--- config.mk ---
export PLATFORM = sky130hd
export DESIGN_NAME = serial_subtractor
export DESIGN_NICKNAME = d
export VERILOG_FILES = /design/src/rtl/serial_subtractor.sv
export SDC_FILE = /design/constraint.sdc
export NUM_CORES = 1
export LEC_CHECK = 0
export CAP_MARGIN = 20
export CORE_ASPECT_RATIO = 1.25
export CORE_UTILIZATION = 51
export DETAILED_ROUTE_END_ITERATION = 10
export HOLD_SLACK_MARGIN = 0.06
export PLACE_DENSITY_LB_ADDON = 0.2
export SYNTH_ARGS = -nofsm -noshare
export SYNTH_HDL_FRONTEND = slang
export SYNTH_SLANG_ARGS = --single-unit
--- constraint.sdc ---
create_clock -name clk -period 4.4 [get_ports clk]
set_input_delay 0.88 -clock clk [delete_from_list [all_inputs] [get_ports clk]]
set_output_delay 0.88 -clock clk [all_outputs]
set_load 0.02 [all_outputs]
--- src/rtl/serial_subtractor.sv ---
// -----------------------------------------------------------------------------
// serial_subtractor
//   Bit-serial W-bit subtractor: diff = a - b (mod 2^W), one bit per clock,
//   LSB first. Each bit goes through a full-adder cell fed with a_i, ~b_i and
//   the running carry. The carry is seeded to 1, so the cell computes
//   a + ~b + 1.
//
//   Handshake:
//     - A start seen in IDLE loads the operands (edge 0).
//     - W RUN cycles follow, with busy high.
//     - One DONE cycle follows, with done high.
//   Results change only on the edge that completes the last bit. They then
//   hold until the next operation completes.
//
// Ports
//   clk         in   1  clock, all state on posedge
//   rst_n       in   1  asynchronous active-low reset
//   start       in   1  request, honoured in IDLE (and in DONE, see below)
//   a           in   W  minuend, captured when start is accepted
//   b           in   W  subtrahend, captured when start is accepted
//   busy        out  1  high while the bits are being processed
//   done        out  1  one-cycle pulse; results valid from this cycle
//   diff        out  W  a - b modulo 2^W
//   borrow_out  out  1  1 when a < b (unsigned)
//   ovf         out  1  signed overflow of a - b
//
// Optional feature
//   SERSUB_SIGNED_OVF_EN: when defined, adds the ovf port and its register.
// -----------------------------------------------------------------------------
module serial_subtractor #(
  parameter int W = 8
) (
  input  logic         clk,
  input  logic         rst_n,
  input  logic         start,
  input  logic [W-1:0] a,
  input  logic [W-1:0] b,
  output logic         busy,
  output logic         done,
  output logic [W-1:0] diff,
  output logic         borrow_out
`ifdef SERSUB_SIGNED_OVF_EN
  ,
  output logic         ovf
`endif
);

  localparam int CW = $clog2(W) + 1;

  localparam logic [1:0] S_IDLE = 2'd0;
  localparam logic [1:0] S_RUN  = 2'd1;
  localparam logic [1:0] S_DONE = 2'd2;

  logic [1:0]    r_state;
  logic [W-1:0]  r_a_sh;
  logic [W-1:0]  r_b_sh;
  // Result bits collected so far. The newest bit always enters at the top.
  // After W-1 bits, r_work plus the final sum bit form the whole result.
  logic [W-2:0]  r_work;
  logic          r_carry;
  logic [CW-1:0] r_cnt;
  logic [W-1:0]  r_diff;
  logic          r_borrow;
`ifdef SERSUB_SIGNED_OVF_EN
  logic          r_ovf;
`endif

  logic         w_a_bit;
  logic         w_nb_bit;
  logic         w_sum;
  logic         w_cout;
  logic         w_last;
  logic [W-1:0] w_work_next;

  // Full-adder cell on (a_i, ~b_i, carry).
  assign w_a_bit     = r_a_sh[0];
  assign w_nb_bit    = ~r_b_sh[0];
  assign w_sum       = w_a_bit ^ w_nb_bit ^ r_carry;
  assign w_cout      = (w_a_bit & w_nb_bit) | (w_a_bit & r_carry) | (w_nb_bit & r_carry);
  assign w_last      = (r_cnt == CW'(W - 1));
  assign w_work_next = {w_sum, r_work};

  always_ff @(posedge clk or negedge rst_n) begin
    if (!rst_n) begin
      r_state  <= S_IDLE;
      r_a_sh   <= '0;
      r_b_sh   <= '0;
      r_work   <= '0;
      r_carry  <= 1'b0;
      r_cnt    <= '0;
      r_diff   <= '0;
      r_borrow <= 1'b0;
`ifdef SERSUB_SIGNED_OVF_EN
      r_ovf    <= 1'b0;
`endif
    end else begin
      case (r_state)
        S_IDLE: begin
          if (start) begin
            r_a_sh  <= a;
            r_b_sh  <= b;
            r_carry <= 1'b1;
            r_cnt   <= '0;
            r_state <= S_RUN;
          end
        end
        S_RUN: begin
          r_a_sh  <= r_a_sh >> 1;
          r_b_sh  <= r_b_sh >> 1;
          r_work  <= w_work_next[W-1:1];
          r_carry <= w_cout;
          r_cnt   <= r_cnt + CW'(1);
          if (w_last) begin
            r_diff   <= w_work_next;
            // The cell adds ~b + 1, so a missing final carry means a borrow.
            r_borrow <= ~w_cout;
`ifdef SERSUB_SIGNED_OVF_EN
            // r_carry is the carry into the MSB; w_cout is the carry out of it.
            r_ovf    <= r_carry ^ w_cout;
`endif
            r_cnt    <= '0;
            r_state  <= S_DONE;
          end
        end
        S_DONE: begin
          // A start held high through DONE is taken on the edge that leaves
          // DONE. This sustains one operation per W+1 cycles.
          if (start) begin
            r_a_sh  <= a;
            r_b_sh  <= b;
            r_carry <= 1'b1;
            r_cnt   <= '0;
            r_state <= S_RUN;
          end else begin
            r_state <= S_IDLE;
          end
        end
        default: r_state <= S_IDLE;
      endcase
    end
  end

  assign busy       = (r_state == S_RUN);
  assign done       = (r_state == S_DONE);
  assign diff       = r_diff;
  assign borrow_out = r_borrow;
`ifdef SERSUB_SIGNED_OVF_EN
  assign ovf        = r_ovf;
`endif

endmodule

==> results.md <==
* Top cells by area, synth: dfrtp_1 55%, mux2i_1 9.6%, nand3_1 5.4%
* Clk root buf: clkbuf_8
* Worst-path fanout max at 24
* Clock buffer depth at 2
* Hold Crit Class: reg -> reg
* Largest net degree at the start of global routing at 40
* Proportion of layout cells with a drive suffix above 1 at between 15 and 20%
* Clock slew at reported path FFs at around 0.08 ns
* Post-synthesis mux area share at 14.6%
* Area of the core region at 0.00325 mm2
* Overall power at 1570 uW
* Distinct cells, synth at 27
* RSZ-0062 raised after global routing: false
* Post-CTS Setup Bufs at 0
* DRT Pass-1 Iters at 4
* Vias at around 1.2k
* IR drop worst, VDD at about 460 uV
* Yosys reg bits at 39
* Cell row count at 23
* Xor/xnor cell area share of the yosys netlist at 0%
* IO Count at 30
* Syn nets at roughly 180
* Final setup TNS at 0 ns
* Mean Syn Cell Area at 11.5 um2
* DRT antenna net count at 0
* Fmax at between 0.3 and 0.4 GHz
* Vias per cell at 5.45
* Clock Sinks at 39
* Final worst path period need at 2.87 ns
* Initial core utilization at 54.6%
* Detailed-route wire length at 3230 um
* PwrDens at approximately 730 mW/mm2
* DP HPWL at 2210 um
* # fillers at 287
* Simple-gate area share of the yosys netlist at 14.6%
* Worst slew margin at 44.0%
* CP required at 3.52 ns
* Post-CTS Resized at 0
* Setup violations, final at 0
* Post-Synthesis Cells at approximately 150
* Clock Latency Late Sink at 0.29 ns
* Post-synthesis adder-cell area fraction at 1.83%
* Cell Area, Placed at 0.00205 mm2
* Initial antenna violation count at 0
* Period utilization at 65.2%
* Final Skew at about 0.0066 ns
* Max-slew violation count at 0
* Synth top area share at 54.9%
* P&R area growth vs syn at 21.8%
* Ant. Diodes at 0
* Routability cong. at roughly 0.80
* Initial DRC count at 22
* Post-synthesis sequential area ratio at 54.9%
* CTS tree: done
* Final Util at between 60 and 70%
* Slew of the pin with the lowest slew margin at ~0.84 ns
* Die X-Extent at approximately 55 um
* Main combinational cell family by area after synthesis: multiplexers
* Gr usage total at 20.0%
* Setup slack, reg-to-reg at 2.62 ns
* DRC violations left at 0
* Num CTS Buffers at 5
* Wire per inst at 14.7 um
* Leakage power at 0.00102 uW
* Final net count at 202
* Synth Cell Area at 0.00178 mm2
* Number of global-route vias before repair at between 1k and 1.5k
* First-pass GRT wire length at about 5200 um
* H-tree depth at 2
* Status: finished, final reports clean
* Cts hold-fix bufs at 0
* Setup Crit Path Kind: reg -> out
* CP Capture Type: output port
* Startpoint types: flip-flop
* Total grt overflow at 0
* Critical path data arrival time at 1.99 ns
* Fin area at 0.00216 mm2
* Hold Fails Final Rpt at 0
* Max_cap viols at 0
* Compound-Gate Fraction of Synth Area at under 10%
* Cell accounting for the most synthesized area: dfrtp_1
* DIE AREA at 0.00373 mm2
* Yosys warning count at 0
* Die span in y at between 60 and 70 um
* # port buffers at 29
==> path summary, 6_finish.rpt <==
kind,to,startpoint,cells after the start
worst max-delay path,busy,r_state[0],4
worst max register to register,diff[3],r_state[0],5
worst min register to register,r_work[0],r_work[0],2
worst min-delay path,r_work[0],r_work[0],2
max in group asynchronous,r_b_sh[2],rst_n,1
min in group asynchronous,r_work[0],rst_n,1
==> cell type report <==
cell class,instances,area [um2],share of cell area (%)
sequential,39,976,45.1
multi-input combinational,102,716,33.1
timing repair buffer,31,300,13.9
clock buffer,6,82.6,3.82
tap,37,46.3,2.14
clock inverter,2,35.0,1.62
inverter,2,7.51,0.347
==> placed cells by master (no fill, tap or decap), types with 2 or more instances in the layout <==
cell / netlist / layout
inv_1: 2 / 2
clkdlybuf4s50_1: 0 / 28
nand3b_1: 2 / 2
mux2_2: 8 / 8
mux2i_1: 17 / 17
dfrtp_1: 39 / 39
o21ai_2: 10 / 10
clkbuf_8: 0 / 6
nand3_1: 19 / 19
buf_4: 1 / 2
nand2_1: 23 / 23
o21ai_0: 9 / 9
==> state kept, by name, summed over array words and instances, names as in the netlist <==
signal and cells:
borrow_out 1, r_a_sh 8, r_carry 1, r_cnt 4
r_state 2, diff 8, r_b_sh 8, r_work 7
==> worst max-delay path: stages, from the launching register on <==
cell	delay, ns
dfrtp_1	0.32
buf_4	0.31
nand2b_1	0.12
inv_1	0.28
clkdlybuf4s50_1	0.67
==> power by group <==
part           switching [uW]  total, uW  internal [uW]
registers                98.1        615            517
clock network             120        304            183
logic                     356        653            297
total                     574       1570            998
==> metrics by stage <==
step | hold slack (ns) | setup slack, ns | instances
4_1_cts | 0.493 | 1.51 | 219
6_report | 0.488 | 1.53 | 219
3_3_place_gp | 0.456 | 1.87 | 211
3_5_place_dp | 0.475 | 1.83 | 211
2_1_floorplan | 0.440 | 2.50 | 154
5_1_grt | 0.524 | 1.40 | 219
==> cells in the mapped netlist (all sizes together) <==
cell type	instances
o21ai	19
o31ai	1
a211o	1
nand2b	2
mux2i	17
nor3	1
a22o	1
mux2	8
ha	1
nor4	1
and2	1
inv	2
nor2	1
nand3	19
nand2	23
a21oi	1
clkbuf	4
fa	1
dfrtp	39
nand3b	2
and3	1
buf	7
nor2b	1
==> metal layers <==
| layer | up-vias | GRT usage, % | share of wire [%] |
|---|---|---|---|
| li1 | 589 | - | - |
| met1 | 570 | 24.4 | 43 |
| met2 | 28 | 32.2 | 51 |
| met3 | 6 | 5.56 | 3.7 |
| met4 | 0 | 8.65 | 1.9 |
| met5 | - | 0 | 0 |
==> kinds of logic after synthesis <==
group           Yosys count
flops                    39
mux                      25
fa+ha+maj                 2
buf+inv                  13
simple gates             52
compound gates           23
(Power assumes the default switching activity.)
